[src/rtl/req_enc_pkg.sv]
// Shared widths, vector typedefs and helpers for the 32-to-5 request encoder.
package req_enc_pkg;

  localparam int unsigned N_LINES = 32;
  localparam int unsigned IDX_W   = 5;

  typedef logic [IDX_W-1:0]   idx_t;
  typedef logic [N_LINES-1:0] vec_t;

  // One-hot expansion of an encoded line index.
  function automatic vec_t onehot(input idx_t idx);
    onehot = vec_t'(1) << idx;
  endfunction

endpackage : req_enc_pkg

[src/rtl/penc_32_5.sv]
// Rotating priority encoder: finds the first set bit of vec scanning upward
// from start, wrapping at the top of the vector.
module penc_32_5
  import req_enc_pkg::*;
(
  input  logic [N_LINES-1:0] vec,
  input  logic [IDX_W-1:0]   start,
  output logic               found,
  output logic [IDX_W-1:0]   index
);

  logic [2*N_LINES-1:0] dbl;
  vec_t                 rot;
  idx_t                 offset;

  // Rotate so bit 'start' lands at position 0, then pick the lowest set bit.
  always_comb begin
    dbl    = {vec, vec} >> start;
    rot    = dbl[N_LINES-1:0];
    found  = |rot;
    offset = '0;
    for (int i = N_LINES - 1; i >= 0; i--) begin
      if (rot[i]) begin
        offset = IDX_W'(i);
      end
    end
    // Adding back the rotation wraps naturally in IDX_W bits.
    index = start + offset;
  end

endmodule : penc_32_5

[src/rtl/req_encoder_32_5.sv]
// Sequential 32-to-5 request encoder: sticky pending bits, masked
// arbitration (fixed or round-robin) and a valid/ack output handshake.
module req_encoder_32_5
  import req_enc_pkg::*;
#(
  parameter bit RR = 1'b0
)
(
  input  logic               clk,
  input  logic               reset_n,
  input  logic [N_LINES-1:0] req,
  input  logic [N_LINES-1:0] mask,
  input  logic               out_ack,
  output logic [IDX_W-1:0]   out_index,
  output logic               out_valid,
  output logic [N_LINES-1:0] pending
);

  idx_t ptr;
  logic transfer_c;
  logic load_c;
  vec_t clr_c;
  vec_t cand_c;
  idx_t ptr_eff_c;
  idx_t start_c;
  logic win_found_c;
  idx_t win_index_c;

  // Handshake, retire vector, candidate set and search start.
  always_comb begin
    transfer_c = out_valid & out_ack;
    load_c     = ~out_valid | transfer_c;
    clr_c      = transfer_c ? onehot(out_index) : '0;
    cand_c     = pending & mask & ~clr_c;
    // The line being retired this edge counts as the last grant.
    ptr_eff_c  = transfer_c ? out_index : ptr;
    start_c    = RR ? idx_t'(ptr_eff_c + idx_t'(1)) : '0;
  end

  penc_32_5 u_penc (
    .vec   (cand_c),
    .start (start_c),
    .found (win_found_c),
    .index (win_index_c)
  );

  // Sticky pending: new requests win over a same-cycle retire.
  always_ff @(posedge clk or negedge reset_n) begin
    if (!reset_n) begin
      pending <= '0;
    end else begin
      pending <= (pending & ~clr_c) | req;
    end
  end

  // Output register: reload only when idle or on a transfer; index holds when nothing wins.
  always_ff @(posedge clk or negedge reset_n) begin
    if (!reset_n) begin
      out_valid <= 1'b0;
      out_index <= '0;
    end else if (load_c) begin
      out_valid <= win_found_c;
      if (win_found_c) begin
        out_index <= win_index_c;
      end
    end
  end

  // Round-robin pointer tracks the most recently retired line.
  always_ff @(posedge clk or negedge reset_n) begin
    if (!reset_n) begin
      ptr <= idx_t'(N_LINES - 1);
    end else if (transfer_c) begin
      ptr <= out_index;
    end
  end

endmodule : req_encoder_32_5

[config.mk]
export PLATFORM = sky130hd
export DESIGN_NAME = req_encoder_32_5
export DESIGN_NICKNAME = d
export VERILOG_FILES = /design/src/rtl/req_enc_pkg.sv /design/src/rtl/penc_32_5.sv /design/src/rtl/req_encoder_32_5.sv
export SDC_FILE = /design/constraint.sdc
export NUM_CORES = 1
export LEC_CHECK = 0
export CELL_PAD_IN_SITES_DETAIL_PLACEMENT = 0
export CELL_PAD_IN_SITES_GLOBAL_PLACEMENT = 1
export CORE_UTILIZATION = 28
export DETAILED_ROUTE_END_ITERATION = 12
export GPL_ROUTABILITY_DRIVEN = 0
export GPL_TIMING_DRIVEN = 0
export HOLD_SLACK_MARGIN = 0.06
export PLACE_DENSITY = 0.79
export SETUP_SLACK_MARGIN = 0.3
export SLEW_MARGIN = 20
export SYNTH_ARGS = -nofsm -noshare
export SYNTH_HDL_FRONTEND = slang
export SYNTH_SLANG_ARGS = --single-unit
[constraint.sdc]
create_clock -name clk -period 2.3 [get_ports clk]
set_input_delay 0.46 -clock clk [delete_from_list [all_inputs] [get_ports clk]]
set_output_delay 0.46 -clock clk [all_outputs]
set_load 0.05 [all_outputs]
After elaboration in Yosys (flattened, before gate mapping)

Cells that the tools add are included.

Bits in registers: 38
Latch bits: 0
RAM bits: 0
Memory bits (read-only): 0
Bits of input ports: 67
Output and inout port bits: 38
Word-level logic and storage cells: 47
Memories: 0

Add/sub/neg operators: 0
$mul: 0
Divide/modulo/power cells: 0
Order comparisons: 0
Equal/unequal tests: 0
Shifts and indexed selects: 1
Mux-type cells: 33
Bitwise logic cells: 8
Reduce and logical (&&, ||, !) cells: 2

Operator list:

| kind                                              | count |
|---|---|
| two-way mux 5 bit                                 | 32 |
| AND 32 bit                                        | 3 |
| two-way mux 32 bit                                | 1 |
| NOT 32 bit                                        | 1 |
| OR 32 bit                                         | 1 |
| OR reduction 32 bit                               | 1 |
| left shift 1 x 5 -> 32 bit (first input constant) | 1 |
| AND reduction 2 bit                               | 1 |
| AND 1 bit                                         | 1 |
| NOT 1 bit                                         | 1 |
| OR 1 bit                                          | 1 |

Longest topological paths before layout

Gate-level depths: netlist of run 1.

Depth in word-level cells: 36
Depth in mapped cells: 9
Depth with buffers taken out: 7

Hierarchy

From an unflattened synthesis of run 1, not the netlist that was laid out.

Cell total of the unflattened synthesis: 574
Area total of the unflattened synthesis: 5796.8 um^2

Modules (own cells, without submodules):

| module           | times used | cells each | area each (um^2) | seq. area each (um^2) |
|---|---|---|---|---|
| penc_32_5        | 1          | 398        | 4016.4           | 0.0 |
| req_encoder_32_5 | 1          | 176        | 1780.5           | 950.9 |

Worst setup path after synthesis of run 1

No wires, ideal clock.

Kind: flip-flop to flip-flop
From: register out_index[0]
To: register out_index[0]
Setup time: 0.128 ns
Data arrival time: 2.485 ns
Required time: 2.172 ns
Setup slack: -0.313 ns
Cell stages (with the launch flop): 9
Path buffers: 1
Clock period less this slack: 2.613 ns
Cell sequence: dfrtp_1 buf_4 nand2_1 o311a_1 nor4b_2 and3_1 nand2_2 o21ai_4 mux2_1

Word-level cells in the longest chain between the ends: 36
Elaborated cells on any way between the ends: 38
Those cells by class: shift (1); mux (33); bitwise (2); reduce/logical (2)

RTL lines:

| what                             | line                   | text |
|---|---|---|
| start: declaration               | req_encoder_32_5.sv:14 | `output logic [IDX_W-1:0] out_index,` |
| start signal: assignment         | req_encoder_32_5.sv:64 | `out_index <= win_index_c;` |
| left shift 1 x 5 -> 32 bit (*)   | req_enc_pkg.sv:12      | `onehot = vec_t'(1) << idx;` |
| two-way mux 32 bit (*)           | req_encoder_32_5.sv:33 | `clr_c = transfer_c ? onehot(out_index) : '0;` |
| NOT 32 bit (*)                   | req_encoder_32_5.sv:34 | `cand_c = pending & mask & ~clr_c;` |
| AND 32 bit (*)                   | req_encoder_32_5.sv:34 |  |
| two-way mux 5 bit (32 in series) | penc_32_5.sv:23        | `if (rot[i]) begin` |

Every way passes the cells marked *; elsewhere a longest branch is shown, timed or not.
A chain may end at the register's enable or synchronous reset.

Final worst setup path of run 1

From: register out_index[2]
To: register out_index[1]

The elaborated chain is that of the path after synthesis.

==> results of run 1 <==
[cell usage in the layout (no fill, tap or decap), drive strengths merged, types with 4 or more instances in the layout]
cell type and instances:
clkdlybuf4s50 77, nand3b 4, a31oi 12, a21oi 10, nor2 14, dlygate4sd2 13, nand3 10, clkbuf 10
buf 42, o311ai 13, dlymetal6s2s 12, nand2b 18, o21ai 15, mux2 4, dfrtp 38, nand2 46
a21o 22
[metal layers]
metal,GRT usage,part of all wire,up-vias
li1,-,-,1351
met1,0.2606,0.44,1343
met2,0.3366,0.48,129
met3,0.03237,0.065,13
met4,0.05828,0.017,0
met5,0,0,-
[power by group through the flow]
stage,combinational [W],sequential (W),clock [W]
3_5_place_dp,0.000711,0.000742,0
5_1_grt,0.000911,0.000731,0.000513
6_report,0.000858,0.000726,0.000469
3_3_place_gp,0.000705,0.000741,0
4_1_cts,0.000778,0.000728,0.000478
2_1_floorplan,0.000327,0.000822,0
[layout make-up]
class | count | area [um^2] | area share
buffer | 13 | 112.6 | 0.02565
clock buffer | 8 | 80.08 | 0.01824
inverter | 2 | 7.507 | 0.001710
multi-input combinational | 227 | 1797 | 0.4092
sequential | 38 | 958.4 | 0.2183
tap | 108 | 135.1 | 0.03078
timing repair buffer | 134 | 1300 | 0.2961
[final timing paths]
check / start / slack (ns) / endpoint / depth (start not counted)
hold / removal: reset_n / 0.08 / pending[15]$_DFF_PN0_ / 1
min in group clk: pending[11]$_DFF_PN0_ / 0.50 / pending[11]$_DFF_PN0_ / 1
hold reg to reg: pending[11]$_DFF_PN0_ / 0.50 / pending[11]$_DFF_PN0_ / 1
max in group asynchronous: reset_n / 1.74 / out_index[2]$_DFFE_PN0P_ / 2
setup / recovery: out_index[2]$_DFFE_PN0P_ / -0.18 / out_index[1]$_DFFE_PN0P_ / 8
setup reg to reg: out_index[2]$_DFFE_PN0P_ / -0.18 / out_index[1]$_DFFE_PN0P_ / 8
[cells by family after synthesis]
kind of cell,count (synthesis),synth area share
flip-flops,38,0.3707
multiplexers,4,0.01902
AO/OA/AOI/OAI,103,0.3239
AND/OR/NAND/NOR,120,0.2556
buffers and inverters,15,0.03073
[metrics by stage]
step	setup WS (ns)	hold slack [ns]
3_5_place_dp	-0.8834	0.4173
2_1_floorplan	-0.1207	0.1644
3_3_place_gp	-0.9016	0.4773
4_1_cts	-0.1528	0.09639
6_report	-0.1810	0.08004
5_1_grt	-0.2392	0.1129
[state kept, by name, indices dropped and copies added, names as in the netlist]
| name | flops |
|---|---|
| pending | 32 |
| out_index | 5 |
| out_valid | 1 |
[worst max-delay path: stages, from the launching register on]
cell      delay, ns
dfrtp_2        0.43
buf_6          0.13
nand2b_4       0.23
o311a_4        0.42
nor4b_4        0.30
and3_4         0.24
nand2_4        0.05
o21ai_4        0.24
mux2_4         0.33
[repair_timing]
item / CTS / global route
setup endpoints to repair: 14 / 17
resized for setup: 45 / 30
buffers inserted: 17 / 12
pin swaps: 14 / 13
hold buffers: 0 / 0
==> flow_metrics.tcl, run 1 <==
set metrics [dict create \
    synth_area_leaders "dfrtp_1, nand2_1, a21o_1" \
    synth_common_cells "nand2_1, dfrtp_1, a21o_1" \
    core_area_mm2 0.008806 \
    io_buffers 104 \
    grt_pass1_wl_um 14780 \
    worst_slew_pin_slew_ns 0.5147 \
    hold_path_class "in -> async" \
    yosysMostFrequentCell "nand2_1" \
    syn_inst 280 \
    fill_cells 841 \
    ys_seq_area_frac 0.3707 \
    swShare 0.3687 \
    drtAntennaViolNets 0 \
    worstSetupPathType "reg -> reg" \
    clk_path_buf_depth 2 \
    status "finished with violations" \
    final_util 0.4986 \
    end_kind "flop" \
    antenna_found_initial 0 \
    ir_drop_uv 198.0 \
    dp.cells 493 \
    totalWireLength_um 9317 \
    cp.arrival_ns 2.66 \
    power_frac_clock 0.228 \
    synth_area_mm2 0.002565 \
    die_height_um 97.71 \
    fin_ws_ns -0.1810 \
    total_power_w 0.002053 \
    path_clk_slew_ns 0.08 \
    period_needed_ns 2.481 \
    grt_max_degree 23 \
    wire_per_inst_um 17.58 \
    violations "design-rule violations, negative setup slack" \
    synthToLayoutAreaGrowth_pct 71.17 \
    cts_sinks 38 \
    synth_area_leader_cell "dfrtp_1" \
    nets 488 \
    max-slew-margin-rel 0.6563 \
    hold_viol_final 0 \
    setup_tns_ns -0.6225 \
    synth-main-ff-cell "dfrtp_1" \
    fin_area_mm2 0.004390 \
    grt-ovfl-total 0 \
    async_flop_share 1.000 \
    power_per_cell_area_mw_per_mm2 467.7 \
    numCtsBuffers 5 \
    drt_iter0_drc 168 \
    cts_root_buf "clkbuf_8" \
    synth_edf_count 0 \
    rsz0062_at_grt "true" \
    cp-start-kind "flop" \
    slew_violations 0 \
    stdcell_count 530 \
    seqPwrFrac 0.354 \
    die_width_um 97.71 \
    path_max_fanout 8 \
    dp_hpwl_um 6936 \
    setup_viol 5 \
    fp-row-count 34 \
    syn_nets 347 \
    initial_core_util 0.2913 \
    max_freq_mhz 403.1 \
    p_leak_nw 1.664 \
    cts_tree "built" \
    final_layout_size_suffix_gt1_frac 0.2464 \
    combinationalPowerShare 0.418 \
    globalRouteTotalUtil 0.1988 \
    htree_levels 2 \
    antenna_cells 0 \
    finClkSkew_ns 0.007568 \
    grt_pass1_vias 2803 \
    drc_errors 18 \
    p_sw_w 0.0007572 \
    io_pins 105 \
    synth_cell_types 65 \
    avgSynthCellArea_um2 9.161 \
    insertion_delay_ns 0.30 \
    ys_warn_count 0 \
    ys_ff_latch 38 \
    critical_path_required_ns 2.48 \
    dpl_cell_area_mm2 0.003866 \
    period_share 1.079 \
    vias 2836 \
    die_area_mm2 0.009547 \
    dr.pass1.iters 9 \
    p_int_w 0.001296 \
    routed_via_density 5.351 \
    yosysTopAreaCellShare 0.3707 \
    drv_cap 0 \
]
No activity file was read; power rests on OpenSTA's default activity.
==> inputs of run 2 (changes only) <==
--- a/config.mk
+++ b/config.mk
@@ -7,12 +7,12 @@
 export LEC_CHECK = 0
 export CELL_PAD_IN_SITES_DETAIL_PLACEMENT = 0
 export CELL_PAD_IN_SITES_GLOBAL_PLACEMENT = 1
-export CORE_UTILIZATION = 28
+export CORE_UTILIZATION = 32
 export DETAILED_ROUTE_END_ITERATION = 12
 export GPL_ROUTABILITY_DRIVEN = 0
 export GPL_TIMING_DRIVEN = 0
 export HOLD_SLACK_MARGIN = 0.06
-export PLACE_DENSITY = 0.79
+export PLACE_DENSITY = 0.85
 export SETUP_SLACK_MARGIN = 0.3
 export SLEW_MARGIN = 20
 export SYNTH_ARGS = -nofsm -noshare
==> constraint.sdc (replaced) <==
create_clock -name clk -period 2.6 [get_ports clk]
set_input_delay 0.52 -clock clk [delete_from_list [all_inputs] [get_ports clk]]
set_output_delay 0.52 -clock clk [all_outputs]
set_load 0.05 [all_outputs]
==> run 2 against run 1 <==
Effect of this change: the flow now finishes without violations; register-to-register slack improved by 0.32 ns; final cell count shrank 1.3%; critical endpoint is now out_index[2]$_DFFE_PN0P_; highest routed layer unchanged; utilization rose by 7.1 points; largest power group unchanged; clock power is 6.6% lower; via count increased by 1.9%.
==> flow_metrics.tcl, run 2 (synthesized netlist as in run 1, its figures left out) <==
set metrics [dict create \
    status "completed" \
    crit_family "compound AO/OA/AOI/OAI gates" \
    drt_iter0_drc 165 \
    period_share 0.9470 \
    antenna_found_initial 0 \
    p_leak_nw 1.701 \
    slew_violations 0 \
    grt_max_degree 21 \
    critical_path_required_ns 2.78 \
    grt-ovfl-total 0 \
    cts_root_buf "clkbuf_8" \
    hold_slack_ns 0.1897 \
    vias 2891 \
    routed_via_density 5.528 \
    crit_cells 9 \
    mostFrequentLayoutCells "clkdlybuf4s50_1, nand2_1, dfrtp_1" \
    cts_tree "built" \
    p_sw_w 0.0006682 \
    cts_sinks 38 \
    worstSetupPathType "reg -> reg" \
    power_per_cell_area_mw_per_mm2 417.5 \
    insertion_delay_ns 0.30 \
    initial_core_util 0.3319 \
    crit_path_start "out_index[4]$_DFFE_PN0P_" \
    path_max_fanout 6 \
    finClkSkew_ns 0.006746 \
    ir_drop_uv 362.9 \
    globalRouteTotalUtil 0.2235 \
    power_frac_clock 0.238 \
    die_height_um 91.53 \
    ff2ff_path_depth 9 \
    worst_slew_pin_slew_ns 0.5221 \
    cp-start-kind "flop" \
    end_kind "flop" \
    combinationalPowerShare 0.411 \
    grt_pass1_vias 2935 \
    core_area_mm2 0.007727 \
    dpl_cell_area_mm2 0.003841 \
    period_needed_ns 2.462 \
    clk_path_buf_depth 2 \
    max-slew-margin-rel 0.6520 \
    stdcell_count 523 \
    drtAntennaViolNets 0 \
    largest_reg_flops 32 \
    io_buffers 104 \
    nets 487 \
    totalWireLength_um 9269 \
    worst_path_max_delay_cell "dfrtp_2" \
    rr_startpoint "out_index[4]$_DFFE_PN0P_" \
    p_int_w 0.001168 \
    die_width_um 91.53 \
    antenna_cells 0 \
    grt_pass1_wl_um 14610 \
    hold_viol_final 0 \
    hold_path_class "in -> async" \
    fill_cells 679 \
    wire_per_inst_um 17.72 \
    dr.pass1.iters 5 \
    grtUsageMet1 0.2815 \
    numCtsBuffers 5 \
    final_layout_size_suffix_gt1_frac 0.2494 \
    worst-path-buf-inv 2 \
    io_pins 105 \
    path_clk_slew_ns 0.08 \
    htree_levels 2 \
    top_register "pending" \
    final_common_cell "clkdlybuf4s50_1" \
    met3_usage 0.04188 \
    drv_cap 0 \
    rsz0062_at_grt "true" \
    synthToLayoutAreaGrowth_pct 71.46 \
    dp_hpwl_um 6799 \
    grt_use_met2 0.3822 \
    dp.cells 487 \
    drc_errors 0 \
    setup_viol 0 \
    fin_area_mm2 0.004398 \
    seqPwrFrac 0.351 \
    reg2reg_to "out_index[2]$_DFFE_PN0P_" \
    r2r_slack_ns 0.14 \
    swShare 0.3640 \
    critical_path.max_stage_delay_ns 0.42 \
    fp-row-count 32 \
    die_area_mm2 0.008378 \
    max_freq_mhz 406.2 \
    crit_end "out_index[2]$_DFFE_PN0P_" \
    path_cells "buf_8, or2_4, o311ai_4, o211ai_2, buf_4, nor3_4, nand2_4, o21ai_4, mux2_4" \
    holdBufCountCts 0 \
    cp.arrival_ns 2.64 \
    setup_tns_ns 0 \
    busiest_layer "met2" \
    reg_top3 "pending: 32 flops, out_index: 5 flops, out_valid: 1 flops" \
]
[run 2: worst reg2reg max path: stages, from the launching register on]
cell,delay [ns]
dfrtp_2,0.42
buf_8,0.13
or2_4,0.27
o311ai_4,0.35
o211ai_2,0.18
buf_4,0.18
nor3_4,0.18
nand2_4,0.09
o21ai_4,0.23
mux2_4,0.32
[run 2: power by group through the flow]
stage / Clock (W) / Combinational (W) / Sequential (W)
after floorplan: 0 / 0.000285 / 0.000727
final: 0.000438 / 0.000755 / 0.000644
after CTS: 0.000449 / 0.000740 / 0.000643
after global routing: 0.000473 / 0.000795 / 0.000647
after global placement: 0 / 0.000614 / 0.000655
after detailed placement: 0 / 0.000621 / 0.000656
[run 2: layer usage]
metal  vias to the layer above  share of wire
li1                       1355              -
met1                      1390           0.45
met2                       127           0.47
met3                        19          0.060
met4                         0          0.024
met5                         -              0
[run 2: repair_timing]
item,4_1_cts,5_1_grt
pin swaps,11,1
resized for setup,42,8
endpoints found under the setup margin,6,4
setup buffers,25,3
[run 2: area by class of cell]
cell class / count / area [um^2] / area share
multi-input cells: 227 / 1808 / 0.4111
repair buffers: 133 / 1295 / 0.2945
flip-flops and latches: 38 / 958.4 / 0.2179
well taps: 102 / 127.6 / 0.02902
plain buffers: 13 / 110.1 / 0.02504
clock buffers: 7 / 86.33 / 0.01963
inverters: 2 / 7.507 / 0.001707
clock inverters: 1 / 5.005 / 0.001138
[run 2: metrics by stage]
| step | total power [W] | utilization | setup slack, ns |
|---|---|---|---|
| after CTS | 0.001832 | 0.5623 | 0.1666 |
| after detailed placement | 0.001278 | 0.4971 | -0.6527 |
| final | 0.001836 | 0.5691 | 0.1379 |
| after global placement | 0.001270 | 0.4942 | -0.6190 |
| after global routing | 0.001915 | 0.5691 | 0.06803 |
| after floorplan | 0.001012 | - | 0.1790 |
[run 2: worst min-delay path by stage]
stage,end,slack (ns),cells after the start
6_report,pending[14]$_DFF_PN0_,0.19,1
5_1_grt,pending[8]$_DFF_PN0_,0.23,1
3_3_place_gp,pending[11]$_DFF_PN0_,0.48,1
3_5_place_dp,pending[0]$_DFF_PN0_,0.49,1
4_1_cts,pending[8]$_DFF_PN0_,0.21,1
2_1_floorplan,out_index[0]$_DFFE_PN0P_,0.22,0
==> inputs of run 3 (changes only) <==
--- a/config.mk
+++ b/config.mk
@@ -13,7 +13,6 @@
 export GPL_TIMING_DRIVEN = 0
 export HOLD_SLACK_MARGIN = 0.06
 export PLACE_DENSITY = 0.85
-export SETUP_SLACK_MARGIN = 0.3
 export SLEW_MARGIN = 20
 export SYNTH_ARGS = -nofsm -noshare
 export SYNTH_HDL_FRONTEND = slang
==> run 3 against run 2 <==
Effect of this change: fmax is 1.8% lower; die area did not move; global-route usage decreased by 1.0 points; worst setup slack got worse by 0.045 ns; non-clock buffer count decreased by 22; final cell count fell by 4.2%; utilization shrank 3.5 points; clock skew is 0.0058 ns higher; register-to-register slack lost 0.04 ns; sequential power hardly changed; wire length fell by 6.7%; critical path type unchanged; critical endpoint unchanged; largest cell class unchanged.
==> flow_metrics.tcl, run 3 (synthesized netlist as in run 1, its figures left out) <==
set metrics [dict create \
    max-slew-margin-rel 0.6510 \
    worst_slew_pin_slew_ns 0.5218 \
    grt_max_degree 22 \
    ff2ff_path_depth 8 \
    setup_tns_ns 0 \
    seqPwrFrac 0.366 \
    cp-start-kind "flop" \
    drv_cap 0 \
    hold_path_class "in -> async" \
    dp_worst_setup_slack_ns -0.6391 \
    cp.arrival_ns 2.69 \
    power_per_cell_area_mw_per_mm2 426.6 \
    cts_root_buf "clkbuf_8" \
    top_layer "met4" \
    power_frac_clock 0.248 \
    dp.cells 487 \
    setup_viol 0 \
    wl_met2_um 4125 \
    mostFrequentLayoutCells "clkdlybuf4s50_1, nand2_1, dfrtp_1" \
    wire_per_inst_um 17.26 \
    slew_violations 0 \
    globalRouteTotalUtil 0.2135 \
    dp_hpwl_um 6626 \
    core_area_mm2 0.007727 \
    seqCellArea_um2 954.7 \
    max_freq_mhz 398.9 \
    routed_via_density 5.455 \
    fp-row-count 32 \
    hold_viol_final 0 \
    antenna_cells 0 \
    wl_met1_um 3732 \
    final_common_cell "clkdlybuf4s50_1" \
    worstSetupPathType "reg -> reg" \
    multi_input_area_mm2 0.001759 \
    path_clk_slew_ns 0.08 \
    rr_startpoint "out_index[4]$_DFFE_PN0P_" \
    r2r_slack_ns 0.09 \
    critical_path_required_ns 2.78 \
    dr_wl_met3_um 621 \
    cts_tree "built" \
    drt_iter0_drc 123 \
    synthToLayoutAreaGrowth_pct 61.02 \
    reg_top3 "pending: 32 flops, out_index: 5 flops, out_valid: 1 flops" \
    p_leak_nw 1.536 \
    io_buffers 104 \
    die_width_um 91.53 \
    initial_core_util 0.3319 \
    stdcell_count 501 \
    grt_pass1_vias 2669 \
    reg2reg_to "out_index[2]$_DFFE_PN0P_" \
    drc_errors 0 \
    die_area_mm2 0.008378 \
    numCtsBuffers 5 \
    fin_ws_ns 0.09294 \
    largest_reg_flops 32 \
    period_share 0.9643 \
    final_layout_size_suffix_gt1_frac 0.1905 \
    nets 465 \
    combinationalPowerShare 0.387 \
    status "completed" \
    grt-ovfl-total 0 \
    totalWireLength_um 8649 \
    finClkSkew_ns 0.01254 \
    top_register "pending" \
    antenna_found_initial 0 \
    dr.pass1.iters 5 \
    die_height_um 91.53 \
    end_kind "flop" \
    htree_levels 2 \
    p_int_w 0.001115 \
    p_sw_w 0.0006471 \
    drtAntennaViolNets 0 \
    io_pins 105 \
    ir_drop_uv 187.4 \
    grt_pass1_wl_um 13860 \
    swShare 0.3673 \
    path_max_fanout 10 \
    vias 2733 \
    clk_path_buf_depth 2 \
    fill_cells 725 \
    period_needed_ns 2.507 \
    insertion_delay_ns 0.30 \
    cts_sinks 38 \
]
-- run 3: power by group through the flow --
stage          clock, W  combinational, W  sequential, W
4_1_cts        0.000447          0.000629       0.000642
2_1_floorplan         0          0.000266       0.000724
5_1_grt        0.000473          0.000725       0.000649
3_3_place_gp          0          0.000593       0.000652
6_report       0.000436          0.000681       0.000644
3_5_place_dp          0          0.000601       0.000653
-- run 3: critical path, cell delays in order (launching register included) --
cell      delay, ns
dfrtp_2        0.44
buf_6          0.16
or2_4          0.29
o311ai_4       0.36
o211ai_2       0.19
or4_4          0.47
a211oi_2       0.15
nor3_1         0.07
mux2_4         0.27
-- run 3: cell type report --
type / instances / area share
Tap cell: 102 / 0.03090
Multi-Input combinational cell: 227 / 0.4259
Sequential cell: 38 / 0.2311
Buffer: 13 / 0.02090
Clock buffer: 7 / 0.02090
Timing Repair Buffer: 111 / 0.2672
Inverter: 2 / 0.001818
Clock inverter: 1 / 0.001212
-- run 3: how the worst max path moves through the flow --
stage / startpoint / to / slack, ns / depth (start not counted)
finish: out_index[4]$_DFFE_PN0P_ / out_index[2]$_DFFE_PN0P_ / 0.09 / 8
global placement: out_ack / out_index[0]$_DFFE_PN0P_ / -0.62 / 9
detailed placement: out_ack / out_index[0]$_DFFE_PN0P_ / -0.64 / 9
CTS: out_index[1]$_DFFE_PN0P_ / out_index[0]$_DFFE_PN0P_ / 0.0005 / 8
global route: out_index[1]$_DFFE_PN0P_ / out_index[1]$_DFFE_PN0P_ / -0.02 / 9
floorplan: out_index[2]$_DFFE_PN0P_ / out_index[0]$_DFFE_PN0P_ / 0.004 / 9
-- run 3: what timing repair did --
action                                  4_1_cts  5_1_grt
gates resized for setup                      19       30
hold buffers                                  0        0
buffers inserted                              1        5
endpoints found under the setup margin        4        3
pin swaps                                     1        7
-- run 3: per-layer routing --
layer	up-vias	track usage
met5	-	0
met4	0	0.05952
met3	12	0.04606
met2	121	0.3653
met1	1291	0.2694
li1	1309	-
-- run 3: stage by stage --
step	area (um^2)	power [W]	hold slack [ns]	utilization
CTS	3948	0.001718	0.1803	0.5108
detailed placement	3759	0.001254	0.4937	0.4864
floorplan	2567	0.0009900	0.2244	-
finish	4130	0.001762	0.1487	0.5345
global route	4130	0.001847	0.1876	0.5345
global placement	3736	0.001246	0.4765	0.4835
